**src/rtl/cuckoo_lookup.sv**
```systemverilog
// Two-table cuckoo hash lookup: probes table 1, then table 2, and reports the hit slot.
// Optional single-cycle slot clear on hit is built when CUCKOO_LOOKUP_DELETE_EN is defined.
module cuckoo_lookup #(
    parameter int KEY_W = 32,
    parameter int IDX_W = 5
) (
    input  logic             clk,
    input  logic             rst_n,
    input  logic             req_valid,
    output logic             req_ready,
    input  logic [KEY_W-1:0] req_key,
    input  logic [IDX_W-1:0] req_idx1,
    input  logic [IDX_W-1:0] req_idx2,
`ifdef CUCKOO_LOOKUP_DELETE_EN
    input  logic             req_del,
    output logic             clr_en,
    output logic             clr_table,
    output logic [IDX_W-1:0] clr_addr,
`endif
    output logic             t1_rd_en,
    output logic [IDX_W-1:0] t1_rd_addr,
    input  logic [KEY_W-1:0] t1_rd_data,
    input  logic             t1_rd_filled,
    output logic             t2_rd_en,
    output logic [IDX_W-1:0] t2_rd_addr,
    input  logic [KEY_W-1:0] t2_rd_data,
    input  logic             t2_rd_filled,
    output logic             rsp_valid,
    input  logic             rsp_ready,
    output logic             rsp_hit,
    output logic             rsp_table,
    output logic [IDX_W-1:0] rsp_index
);

    // state | meaning
    // IDLE  | ready for a request
    // RD1   | table-1 read issued
    // CMP1  | table-1 data compared
    // RD2   | table-2 read issued
    // CMP2  | table-2 data compared
    // DEL   | clear pulse for the hit slot (delete builds only)
    // RESP  | result held until rsp_ready
    typedef enum logic [2:0] {
        IDLE = 3'd0,
        RD1  = 3'd1,
        CMP1 = 3'd2,
        RD2  = 3'd3,
        CMP2 = 3'd4,
`ifdef CUCKOO_LOOKUP_DELETE_EN
        DEL  = 3'd6,
`endif
        RESP = 3'd5
    } state_t;

    state_t             state_q;
    logic [KEY_W-1:0]   key_q;
    logic [IDX_W-1:0]   idx1_q;
    logic [IDX_W-1:0]   idx2_q;
    logic               req_ready_q;
    logic               t1_rd_en_q;
    logic [IDX_W-1:0]   t1_rd_addr_q;
    logic               t2_rd_en_q;
    logic [IDX_W-1:0]   t2_rd_addr_q;
    logic               rsp_valid_q;
    logic               rsp_hit_q;
    logic               rsp_table_q;
    logic [IDX_W-1:0]   rsp_index_q;
`ifdef CUCKOO_LOOKUP_DELETE_EN
    logic               del_q;
    logic               clr_en_q;
    logic               clr_table_q;
    logic [IDX_W-1:0]   clr_addr_q;
`endif

    logic hit1;
    logic hit2;

    // Occupancy comes only from the filled bit, so a key of zero is an ordinary key.
    assign hit1 = t1_rd_filled && (t1_rd_data == key_q);
    assign hit2 = t2_rd_filled && (t2_rd_data == key_q);

    always_ff @(posedge clk or negedge rst_n) begin
        if (!rst_n) begin
            state_q      <= IDLE;
            key_q        <= '0;
            idx1_q       <= '0;
            idx2_q       <= '0;
            req_ready_q  <= 1'b0;
            t1_rd_en_q   <= 1'b0;
            t1_rd_addr_q <= '0;
            t2_rd_en_q   <= 1'b0;
            t2_rd_addr_q <= '0;
            rsp_valid_q  <= 1'b0;
            rsp_hit_q    <= 1'b0;
            rsp_table_q  <= 1'b0;
            rsp_index_q  <= '0;
`ifdef CUCKOO_LOOKUP_DELETE_EN
            del_q        <= 1'b0;
            clr_en_q     <= 1'b0;
            clr_table_q  <= 1'b0;
            clr_addr_q   <= '0;
`endif
        end else begin
            t1_rd_en_q   <= 1'b0;
            t1_rd_addr_q <= '0;
            t2_rd_en_q   <= 1'b0;
            t2_rd_addr_q <= '0;
`ifdef CUCKOO_LOOKUP_DELETE_EN
            clr_en_q     <= 1'b0;
            clr_table_q  <= 1'b0;
            clr_addr_q   <= '0;
`endif
            case (state_q)
                IDLE: begin
                    req_ready_q <= 1'b1;
                    if (req_valid && req_ready_q) begin
                        key_q        <= req_key;
                        idx1_q       <= req_idx1;
                        idx2_q       <= req_idx2;
`ifdef CUCKOO_LOOKUP_DELETE_EN
                        del_q        <= req_del;
`endif
                        req_ready_q  <= 1'b0;
                        t1_rd_en_q   <= 1'b1;
                        t1_rd_addr_q <= req_idx1;
                        state_q      <= RD1;
                    end
                end
                RD1: state_q <= CMP1;
                CMP1: begin
                    if (hit1) begin
                        rsp_hit_q   <= 1'b1;
                        rsp_table_q <= 1'b0;
                        rsp_index_q <= idx1_q;
`ifdef CUCKOO_LOOKUP_DELETE_EN
                        if (del_q) begin
                            clr_en_q    <= 1'b1;
                            clr_table_q <= 1'b0;
                            clr_addr_q  <= idx1_q;
                            state_q     <= DEL;
                        end else
`endif
                        begin
                            rsp_valid_q <= 1'b1;
                            state_q     <= RESP;
                        end
                    end else begin
                        t2_rd_en_q   <= 1'b1;
                        t2_rd_addr_q <= idx2_q;
                        state_q      <= RD2;
                    end
                end
                RD2: state_q <= CMP2;
                CMP2: begin
                    rsp_hit_q   <= hit2;
                    rsp_table_q <= hit2;
                    rsp_index_q <= hit2 ? idx2_q : '0;
`ifdef CUCKOO_LOOKUP_DELETE_EN
                    if (hit2 && del_q) begin
                        clr_en_q    <= 1'b1;
                        clr_table_q <= 1'b1;
                        clr_addr_q  <= idx2_q;
                        state_q     <= DEL;
                    end else
`endif
                    begin
                        rsp_valid_q <= 1'b1;
                        state_q     <= RESP;
                    end
                end
`ifdef CUCKOO_LOOKUP_DELETE_EN
                DEL: begin
                    rsp_valid_q <= 1'b1;
                    state_q     <= RESP;
                end
`endif
                RESP: begin
                    if (rsp_ready) begin
                        rsp_valid_q <= 1'b0;
                        rsp_hit_q   <= 1'b0;
                        rsp_table_q <= 1'b0;
                        rsp_index_q <= '0;
                        req_ready_q <= 1'b1;
                        state_q     <= IDLE;
                    end
                end
                default: state_q <= IDLE;
            endcase
        end
    end

    assign req_ready  = req_ready_q;
    assign t1_rd_en   = t1_rd_en_q;
    assign t1_rd_addr = t1_rd_addr_q;
    assign t2_rd_en   = t2_rd_en_q;
    assign t2_rd_addr = t2_rd_addr_q;
    assign rsp_valid  = rsp_valid_q;
    assign rsp_hit    = rsp_hit_q;
    assign rsp_table  = rsp_table_q;
    assign rsp_index  = rsp_index_q;
`ifdef CUCKOO_LOOKUP_DELETE_EN
    assign clr_en     = clr_en_q;
    assign clr_table  = clr_table_q;
    assign clr_addr   = clr_addr_q;
`endif

endmodule

```
**config.mk**
```make
export PLATFORM = sky130hd
export DESIGN_NAME = cuckoo_lookup
export DESIGN_NICKNAME = d
export VERILOG_FILES = /design/src/rtl/cuckoo_lookup.sv
export SDC_FILE = /design/constraint.sdc
export NUM_CORES = 1
export LEC_CHECK = 0
export CAP_MARGIN = 10
export CORE_UTILIZATION = 47
export DETAILED_ROUTE_END_ITERATION = 6
export GPL_ROUTABILITY_DRIVEN = 0
export PLACE_DENSITY = 0.89
export SETUP_SLACK_MARGIN = 0.1
export SYNTH_ARGS = -nofsm -noshare
export SYNTH_HDL_FRONTEND = slang
export SYNTH_SLANG_ARGS = --single-unit
```
**constraint.sdc**
```tcl
create_clock -name clk -period 7.1 [get_ports clk]
set_clock_uncertainty 0.15 [all_clocks]
set_input_delay 0.71 -clock clk [delete_from_list [all_inputs] [get_ports clk]]
set_output_delay 0.71 -clock clk [all_outputs]
set_load 0.03 [all_outputs]
```
# == Yosys cells after proc, flatten, opt, wreduce, memory -nomap -nowiden ==
# Index checks and enable logic that the tools add are counted.
# word_totals
reg_bits,66
input_bits,112
output_inout_bits,21
elab_cells,58
# op_classes
eq_ne,10
n_mux,25
n_reduce_logical,10
# ops
operator,count
equality test 32 bit,2
2-to-1 mux 5 bit,7
case mux 3 bit (6 select lines),1
case mux 5 bit (3 select lines),1
2-to-1 mux 1 bit,9
2-to-1 mux 3 bit,3
case mux 1 bit (3 select lines),3
equality test 3 x 2 -> 1 bit (second input constant),2
equality test 3 bit (second input constant),2
!= test 2 bit (second input constant),3
AND reduction 2 bit,3
equality test 3 x 1 -> 1 bit (second input constant),1
logical AND 1 bit,3
zero test 3 bit,1
AND reduction 3 bit,1
nonzero test 3 bit,1
case mux 1 bit (2 select lines),1
nonzero test 2 bit,1

# == Longest topological paths before layout ==
# logic_depth
word_depth,4
depth_mapped,7
ltp_nobuf,6

# == Least setup slack after synthesis ==
# Ideal clock, no wire load.
# synth_path
kind,in2reg
startpoint,input t1_rd_data[4]
endpoint,"register rsp_index_q[0], in the netlist rsp_index[0]"
setup_time_ns,0.125
t_arrival_ns,2.255
t_required_ns,6.825
slack_ns,4.570
stages,7
path_cell_list,xnor2_1 > nand2_1 > or4_4 > nor4_4 > a31o_2 > buf_6 > mux2_4
# synth_via
elab_chain_cells,4
# synth_rtl
element,line_no,rtl
from (decl),22,"input logic [KEY_W-1:0] t1_rd_data,"
equality test 32 bit,79,assign hit1 = t1_rd_filled && (t1_rd_data == key_q);
logical AND 1 bit,79,
!= test 2 bit (no source line),--,
AND reduction 3 bit (no source line),--,
to (signal assigned),134,rsp_index_q <= idx1_q;
to (signal assigned),157,rsp_index_q <= hit2 ? idx2_q : '0;
to (decl),67,logic [IDX_W-1:0] rsp_index_q;
# No other way between the ends.
# A chain may end at the register's enable or synchronous reset.

# == Worst setup path after layout ==
# layout_path
startpoint,input t1_rd_data[12]
endpoint,"register rsp_index_q[1], in the netlist rsp_index[1]"
# The elaborated chain is that of the path after synthesis.

==> run summary <==
status: finished clean
clock sink total: 66
pin count of the biggest net entering global routing: 67
Layout Nets: 510
MaxCap Viol Count: 0
Cell Area, Synth: 3243 um^2
WL per Instance: 17.42 um
critical path peak fanout: 7
Antenna Cells: 0
Final WS setup: 4.179 ns
area grow syn2layout: 49.31%
leakage dissipation: 2.022 nW
VDD IR max: 0.2286 mV
Hold WC Path Type: reg -> reg
worst slew pin tran: 0.8422 ns
Synth cell types: 32
endpoints failing setup: 0
crit path DAT: 3.01 ns
Fmax: 0.3423 GHz
CTS tree: done
Mean Syn Cell Area: 12.43 um^2
Hold Path Depth: 1
Ports: 133
cts repair resizes: 0
Synth Register Bits: 66
number of port buffers: 132
H-tree depth: 3
via count: 2525
core area: 6495 um^2
min Tclk post-route: 2.921 ns
hold buffer count at CTS: 0
register area share after synthesis: 0.5093
initial drt markers: 106
fin crit share: 0.4114
leading area contributor after synthesis: dfrtp_1
post-synth top area share: 0.5093
CTS Buffer Depth: 2
critical path data required time: 7.19 ns
num rows: 29
Crit. End Element: flip-flop
worst hold endpoint: idx1_q[0]$_DFFE_PN0P_
Post-synth EDFFs: 0
number of buffers created by CTS: 9
die area: 7236 um^2
Synth area leaders: dfrtp_1, mux2_2, xor2_1
synth cell count leaders: dfrtp_1, xor2_1, mux2_2, xnor2_1
most common cell in the netlist: dfrtp_1
Net Count, Synth: 373
Die X: 85.07 um
reg-to-reg critical path endpoint: rsp_index[1]$_DFFE_PN0P_
Via density: 5.260
initial antenna violation count: 0
WS Path Type: in -> reg
Final Hold Fails: 0
layout cells sized above 1: 0.1787
sum of negative setup slack: 0 ns
Total Wirelength: 8363 um
Warnings, synthesis: 0
crit path from: t1_rd_data[12]
Post-CTS Setup Bufs: 0
dpl ws: 3.857 ns
GRT Residual Overflow: 0
Post-DP HPWL: 6363 um
Critical R2R Launch: state_q[1]$_DFFE_PN0P_
vias in the first global route: 2665
first-pass GRT wire length: 13420 um
Post-synth top flop: dfrtp_1
router iterations before antenna repair: 4
Initial Util: 0.4993
worst hold path startpoint: idx1_q[0]$_DFFE_PN0P_
clk root buf: clkbuf_8
RSZ-0062 raised after global routing: no
clk slew on worst S/H paths: 0.08 ns
Final Max Tran Viols: 0
floorplan die height: 85.07 um
Reg2Reg Depth: 6
# DRC: 0
Reg2Reg Setup Slack: 4.46 ns
PwrDens: 367.1 nW/um^2
Skew-Pair Late Insertion Delay: 0.35 ns
Setup crit start kind: primary input
relative slew slack: 0.4385
Post-Syn Instances: 261
Async S/R FF share, synth: 1.000
GRT Util Overall: 0.2506
Routed Antenna Nets: 0
layout make-up:
class / instances / area, um^2
clock buffer: 9 / 123.9
clock inverter: 7 / 77.57
fill: 434 / 1653
inverter: 8 / 30.03
multi-input combinational: 179 / 1531
sequential: 66 / 1652
tap: 77 / 96.34
timing repair buffer: 134 / 1331
sequential cells by signal (all words and copies together) (netlist names):
name / cells
rsp_hit: 1
state_q: 3
t2_rd_en: 1
rsp_index: 5
t1_rd_addr: 5
t2_rd_addr: 5
key_q: 32
t1_rd_en: 1
req_ready: 1
idx2_q: 5
idx1_q: 5
rsp_valid: 1
rsp_table: 1
metal layers:
metal / global-route usage / part of all wire / vias up
met5: 0 / 0 / -
met4: 0.1356 / 0.028 / 0
met3: 0.04377 / 0.058 / 18
met2: 0.4252 / 0.51 / 98
met1: 0.3046 / 0.40 / 1224
li1: - / - / 1185
power breakdown:
part / switching, mW / internal [mW]
logic: 0.328 / 0.417
registers: 0.162 / 0.548
clock network: 0.157 / 0.165
per-stage QoR:
stage / area, um^2 / power (mW) / cells / hold WS (ns) / utilization
after CTS: 4842 / 1.789 / 480 / 0.3646 / 0.7455
after floorplan: 3243 / 1.187 / 261 / 0.2644 / -
after global placement: 4641 / 1.427 / 464 / 0.3347 / 0.7145
after global routing: 4842 / 1.888 / 480 / 0.3888 / 0.7455
after detailed placement: 4641 / 1.461 / 464 / 0.3475 / 0.7145
final: 4842 / 1.778 / 480 / 0.3612 / 0.7455
worst max-delay path by stage:
stage,end,cells past startpoint
after floorplan,rsp_index[0]$_DFFE_PN0P_,7
after detailed placement,rsp_index[4]$_DFFE_PN0P_,7
after global placement,rsp_index[4]$_DFFE_PN0P_,7
after CTS,rsp_index[1]$_DFFE_PN0P_,7
final,rsp_index[1]$_DFFE_PN0P_,7
after global routing,rsp_index[1]$_DFFE_PN0P_,7
placed cells by master (no fill, tap or decap), types with 2 or more instances in the layout:
cell	n
clkdlybuf4s50_1	131
dfrtp_1	66
xor2_1	46
mux2_2	41
xnor2_1	13
nor4_1	10
and2_1	10
nor2_1	9
clkbuf_8	9
inv_1	8
a21oi_1	6
nand4_1	5
a22o_1	5
mux2_4	5
o21ai_0	4
nand2_1	3
nand3_1	3
o22ai_1	3
nand2b_1	2
inv_6	2
clkinv_4	2
buf_4	2
cells by family after synthesis:
kind of cell / Yosys count / synth area share
mux: 46 / 0.1655
flops: 66 / 0.5093
compound gates: 25 / 0.05325
simple gates: 49 / 0.09182
buf+inv: 16 / 0.02083
xor+xnor: 59 / 0.1593
worst max-delay path, cell delays in order:
cell and delay, ns:
clkdlybuf4s50_1 0.42, xnor2_1 0.27, nand4_1 0.13, or4_4 0.43, nor4_4 0.34, a31o_2 0.37, mux2_4 0.34
(Power assumes the default switching activity.)
